===== src/rtl/pwm_timer_pkg.sv =====
// ============================================================================
// pwm_timer_pkg : shared width default and mode encodings for the PWM/timer
// Revision: 1.0
// ============================================================================
`default_nettype none

package pwm_timer_pkg;

    localparam int WIDTH_DEFAULT = 16;

    // mode input encoding
    localparam logic MODE_TIMER  = 1'b0;
    localparam logic MODE_PWM    = 1'b1;

    // timer_mode input encoding (only meaningful in timer mode)
    localparam logic TMR_ONESHOT = 1'b0;
    localparam logic TMR_CONT    = 1'b1;

endpackage : pwm_timer_pkg

`default_nettype wire


===== src/rtl/pwm_timer_counter.sv =====
// ============================================================================
// pwm_timer_counter : tick-enabled main counter with wrap / one-shot hold and
// the timer_done event flag.
// Revision: 1.0
// ============================================================================
`default_nettype none

module pwm_timer_counter
    import pwm_timer_pkg::*;
#(
    parameter int WIDTH = WIDTH_DEFAULT
) (
    input  logic             chosen_clk,
    input  logic             rst,
    input  logic             tick,
    input  logic             sw_rst,
    input  logic             counter_en,
    input  logic             mode,
    input  logic             timer_mode,
    input  logic [WIDTH-1:0] period_reg,
    output logic [WIDTH-1:0] counter,
    output logic             timer_done
);

    localparam logic [WIDTH-1:0] c_zero = '0;
    localparam logic [WIDTH-1:0] c_one  = {{(WIDTH-1){1'b0}}, 1'b1};

    logic [WIDTH-1:0] r_counter;
    logic             r_timer_done;

    logic             w_adv;
    logic             w_period_zero;
    logic [WIDTH-1:0] w_period_m1;
    logic             w_at_end;
    logic             w_oneshot;
    logic [WIDTH-1:0] w_count_inc;

    assign w_adv         = counter_en & tick;
    assign w_period_zero = (period_reg == c_zero);
    assign w_period_m1   = period_reg - c_one;
    // ">=" rather than "==" so a period lowered below the current count wraps at once
    assign w_at_end      = !w_period_zero && (r_counter >= w_period_m1);
    assign w_oneshot     = (mode == MODE_TIMER) && (timer_mode == TMR_ONESHOT);
    assign w_count_inc   = w_period_zero ? c_zero : (r_counter + c_one);

    always_ff @(posedge chosen_clk or posedge rst) begin
        if (rst) begin
            r_counter    <= c_zero;
            r_timer_done <= 1'b0;
        end else if (sw_rst) begin
            r_counter    <= c_zero;
            r_timer_done <= 1'b0;
        end else if (w_adv) begin
            if (w_oneshot) begin
                // one-shot: park at period-1 and latch a sticky done
                if (w_at_end) begin
                    r_timer_done <= 1'b1;
                end else begin
                    r_counter <= w_count_inc;
                end
            end else begin
                r_counter    <= w_at_end ? c_zero : w_count_inc;
                r_timer_done <= (mode == MODE_TIMER) && (timer_mode == TMR_CONT) && w_at_end;
            end
        end else if (!w_oneshot) begin
            r_timer_done <= 1'b0;
        end
    end

    assign counter    = r_counter;
    assign timer_done = r_timer_done;

endmodule : pwm_timer_counter

`default_nettype wire


===== src/rtl/pwm_timer_core.sv =====
// ============================================================================
// pwm_timer_core : counter plus duty-cycle select and PWM comparator; an
// out-of-range duty cycle passes the clock through as an error indication.
// Revision: 1.0
// ============================================================================
`default_nettype none

module pwm_timer_core
    import pwm_timer_pkg::*;
#(
    parameter int WIDTH = WIDTH_DEFAULT
) (
    input  logic             chosen_clk,
    input  logic             rst,
    input  logic             tick,
    input  logic             sw_rst,
    input  logic             counter_en,
    input  logic             mode,
    input  logic             timer_mode,
    input  logic             pwm_en,
    input  logic             DC_sel,
    input  logic [WIDTH-1:0] i_DC,
    input  logic [WIDTH-1:0] period_reg,
    input  logic [WIDTH-1:0] DC_reg,
    output logic [WIDTH-1:0] counter,
    output logic             pwm,
    output logic             timer_done
);

    logic [WIDTH-1:0] w_counter;
    logic [WIDTH-1:0] w_dc;
    logic             w_dc_invalid;
    logic             w_pwm_active;

    pwm_timer_counter #(
        .WIDTH (WIDTH)
    ) u_counter (
        .chosen_clk (chosen_clk),
        .rst        (rst),
        .tick       (tick),
        .sw_rst     (sw_rst),
        .counter_en (counter_en),
        .mode       (mode),
        .timer_mode (timer_mode),
        .period_reg (period_reg),
        .counter    (w_counter),
        .timer_done (timer_done)
    );

    assign w_dc         = DC_sel ? i_DC : DC_reg;
    assign w_dc_invalid = (w_dc > period_reg);
    assign w_pwm_active = !rst && pwm_en && (mode == MODE_PWM);

    // zero-latency output: compares the registered count against live inputs
    always_comb begin
        pwm = 1'b0;
        if (w_pwm_active) begin
            pwm = w_dc_invalid ? chosen_clk : (w_counter < w_dc);
        end
    end

    assign counter = w_counter;

endmodule : pwm_timer_core

`default_nettype wire


===== config.mk =====
export PLATFORM = sky130hd
export DESIGN_NAME = pwm_timer_core
export DESIGN_NICKNAME = d
export VERILOG_FILES = /design/src/rtl/pwm_timer_pkg.sv /design/src/rtl/pwm_timer_counter.sv /design/src/rtl/pwm_timer_core.sv
export SDC_FILE = /design/constraint.sdc
export NUM_CORES = 1
export LEC_CHECK = 0
export BUFFER_PORTS_ARGS = -buffer_cell sky130_fd_sc_hd__buf_2
export CORE_MARGIN = 1.5
export CORE_UTILIZATION = 54
export DETAILED_ROUTE_END_ITERATION = 10
export GPL_ROUTABILITY_DRIVEN = 0
export PLACE_DENSITY = 0.83
export SLEW_MARGIN = 20
export SYNTH_ARGS = -nofsm -noshare
export SYNTH_HDL_FRONTEND = slang
export SYNTH_SLANG_ARGS = --single-unit
export TNS_END_PERCENT = 30

===== constraint.sdc =====
create_clock -name chosen_clk -period 3.7 [get_ports chosen_clk]
set_input_delay 0.37 -clock chosen_clk [delete_from_list [all_inputs] [get_ports chosen_clk]]
set_output_delay 0.37 -clock chosen_clk [all_outputs]
set_load 0.005 [all_outputs]

* Word-level counts from Yosys, hierarchy flattened
Cells that the tools add are included.
Word-level totals: input port bits 57, memory bits (read-only) 0, flip-flop bits (word level) 17, output and inout port bits 18, word-level logic and storage cells 39, latch bits 0, RAM bits 0, memories 0
Cells by class: bitwise gates (word level) 3, reduce and logical (&&, ||, !) cells 12, equality and inequality tests 3, order comparisons 3, divide/modulo/power cells 0, multiplexer cells 14, multiply operators 0, shift-type cells 0, add/subtract/negate cells 2
Operators by type and width (number):
- 2-to-1 mux 16 bit | 7
- adder 16 x 1 -> 16 bit (second input constant) | 1
- >= comparator 16 bit | 1
- > comparator 16 bit | 1
- logical NOT 16 bit | 1
- < comparator 16 bit | 1
- subtractor 16 x 1 -> 16 bit (second input constant) | 1
- 2-to-1 mux 1 bit | 7
- logical AND 1 bit | 6
- inequality test 3 x 2 -> 1 bit (second input constant) | 2
- AND reduction 2 bit | 2
- inequality test 3 bit (second input constant) | 1
- logical NOT 1 bit | 2
- inverter 1 bit | 2
- nonzero test 2 bit | 1
- AND 1 bit | 1

* Depth between registers and ports, before layout
word-level depth 7, mapped depth 14, gate-level depth less buffers 13

* By module
A second synthesis with hierarchy kept.
Unflattened totals: cell total of the unflattened synthesis 315, area total of the unflattened synthesis 2553.7 µm²
Modules (own cells, without submodules):
- pwm_timer_counter | area an instance 1580.3 µm², times used 1, cells an instance 184, sequential area each 425.4 µm²
- pwm_timer_core | area an instance 973.4 µm², times used 1, cells an instance 131, sequential area each 0.0 µm²

==> impl_metrics.yaml <==
global_routing:
  grt_usage_pct: 29.3
  grt_pass1_wl_mm: 12.1
  antenna_found_initial: 0
  overflow: 0
  grt_max_degree: 20
  grt_pass1_vias: 2732
die:
  start_util_pct: 55.8
  pin_count: 75
  die_h_um: 72.6
  die_w_um: 72.6
  coreArea_sq_um: 4690
  die_area_sq_um: 5270
  rows: 25
setup_path:
  cp.required_ns: 3.94
  cp.arrival_ns: 3.82
  crit_type: "in2reg"
  path_max_fanout: 5
  r2r_slack_ns: 0.92
  end_kind: "flip-flop"
  startpoint_type: "input pin"
route:
  wl_mm: 7.60
  ant_nets: 0
  viasPerCell: 6.15
  first_pass_iters: 4
  dr.first_iter.drc_count: 177
  wl_per_cell_um: 16.0
  num_vias: 2915
  remaining_drc_errors: 0
sta:
  slew_headroom_pct: 37.2
  finClkSkew_ns: 0.0123
  timing.final.crit_share_pct: 96.8
  worst_pin_slew_ns: 0.943
  holdWs_ns: 0.0150
  min_period_ns: 3.58
  rsz0062_at_grt: "no"
  fmax_ghz: 0.279
  fin_ws_ns: 0.120
  setup-violations-final: 0
  finalHoldViolCount: 0
  report.final.slew_viol_count: 0
yosys:
  yosysWarnings: 0
  synthArstFlopShare_pct: 100
  syn_nets: 434
  syn_area_sq_um: 2620
  netlist_instances: 328
  synth_flop_cell: "dfrtp_1"
  synth_seq_cells: 17
  synth_edf_count: 0
  ys_seq_area_share_pct: 16.3
  syn_avg_cell_area_sq_um: 7.98
  ys_types: 41
layout:
  areaGrowthSynthToFinish_pct: 25.3
  stdcell_count: 474
  fill_cells: 389
  diodes: 0
  fin_util_pct: 69.9
  finalNetCount: 527
  multi_input_area_sq_um: 2050
  layout-drive-gt1-share_pct: 27.6
  regArea_sq_um: 425
run:
  max_cap_violations: 0
power:
  p_leak_nw: 1.69
  vdd_drop_max_v: 0.000126
  powerDensity_nw_per_um2: 200
place:
  dp_slack_ns: -0.194
  dp_hpwl_mm: 6.19
  numPortBuffers: 74
  placed_cells_incl_taps: 467
outcome:
  outcome: "finished, final reports clean"
cts:
  cts_setup_buffers: 0
  cts_tree: "built"
  cts.repair.resized: 0
  hold_buffers: 0
  clk_latency_ns: 0.36
  clk_pin_slew_ns: 0.08
min_path:
  hold_path.class: "in2async"
-- metal layers --
layer	global-route usage [%]	up-vias	wire, um
li1	-	1418	-
met1	35.3	1344	3220
met2	51.2	130	3650
met3	6.22	23	515
met4	10.9	0	218
met5	0	-	0
-- worst paths after layout --
kind                                         end                  from  cells after the start
max                        u_counter.counter[10]         period_reg[1]                     14
min                        u_counter.counter[13]                   rst                      3
max reg2reg                 u_counter.counter[6]  u_counter.counter[0]                      9
min reg2reg                 u_counter.counter[0]  u_counter.counter[0]                      1
max in group asynchronous   u_counter.counter[8]                   rst                      3
min in group chosen_clk     u_counter.timer_done                  mode                      2
-- synth_stat cells (all sizes together), types with 2 or more instances --
cell	n	area, sq um
a21o	5	37.5
clkbuf	6	22.5
nand3	12	60.1
o31ai	2	15.0
o311ai	5	43.8
nand4	18	113
a2111oi	2	17.5
or2	3	18.8
dfrtp	17	425
inv	38	143
xnor2	14	123
or4	4	33.8
o21ai	22	110
and3	3	18.8
a21oi	18	90.1
mux2i	18	180
nand2	24	90.1
nor3	8	40.0
or3	11	68.8
o211ai	7	52.6
nand2b	2	12.5
mux2	2	22.5
ha	49	613
a211oi	2	15.0
nor4	6	37.5
nor2	11	41.3
or4b	3	33.8
a311oi	2	17.5
nor2b	2	12.5
o21a	4	30.0
-- state kept, by name, summed over array words and instances (netlist names) --
signal and cells:
u_counter.counter 16, u_counter.timer_done 1
-- where the power goes --
part | internal, mW | leakage, nW | total [mW] | switching (mW)
registers | 0.190 | 0.236 | 0.200 | 0.00964
logic | 0.101 | 1.39 | 0.222 | 0.122
clock network | 0.147 | 0.0580 | 0.234 | 0.0872
total | 0.438 | 1.69 | 0.656 | 0.218
-- area by class of cell --
| class | count | area share [%] |
|---|---|---|
| well taps | 54 | 2.06 |
| multi-input cells | 266 | 62.5 |
| flip-flops and latches | 17 | 13.0 |
| inverters | 38 | 4.35 |
| clock inverters | 1 | 0.153 |
| repair buffers | 91 | 15.3 |
| clock buffers | 7 | 2.67 |
-- worst max-delay path, stage by stage --
cell	delay [ns]
buf_2	0.10
inv_1	0.07
ha_2	0.17
or4b_4	0.47
or4b_4	0.55
nor3_2	0.16
xnor2_1	0.10
ha_1	0.29
nand4_1	0.12
nor3_2	0.15
or4b_4	0.50
a31o_2	0.31
a311oi_1	0.32
mux2i_1	0.13
-- through the flow --
step / area, sq um / total power, mW / TNS (ns)
after detailed placement: 3190 / 0.427 / -2.31
after CTS: 3280 / 0.655 / 0
final: 3280 / 0.656 / 0
after global placement: 3190 / 0.413 / -0.0932
after global routing: 3280 / 0.696 / 0
after floorplan: 2650 / 0.332 / 0
-- cells in the final DEF, fill, tap and decap left out, drive strengths merged, types with 4 or more instances in the layout --
master and n:
a21o 5, a21oi 18, buf 92, clkbuf 6
dfrtp 17, ha 49, inv 38, mux2i 18
nand2 24, nand3 12, nand4 18, nor2 11
nor3 8, nor4 6, o211ai 7, o21a 4
o21ai 22, o311ai 5, or3 11, or4 4
xnor2 14
-- logic make-up after synthesis --
logic type                 Yosys count  share of synthesized area [%]
DFF                                 17                           16.3
adders and majority gates           49                           23.4
muxes                               20                           7.75
buffers and inverters               45                           6.74
and+or+nand+nor                    109                           23.1
AOI/OAI and AO/OA                   74                           18.0
xor gates and xnor gates            14                           4.69
Note: power is estimated with default switching activity, not from simulation.
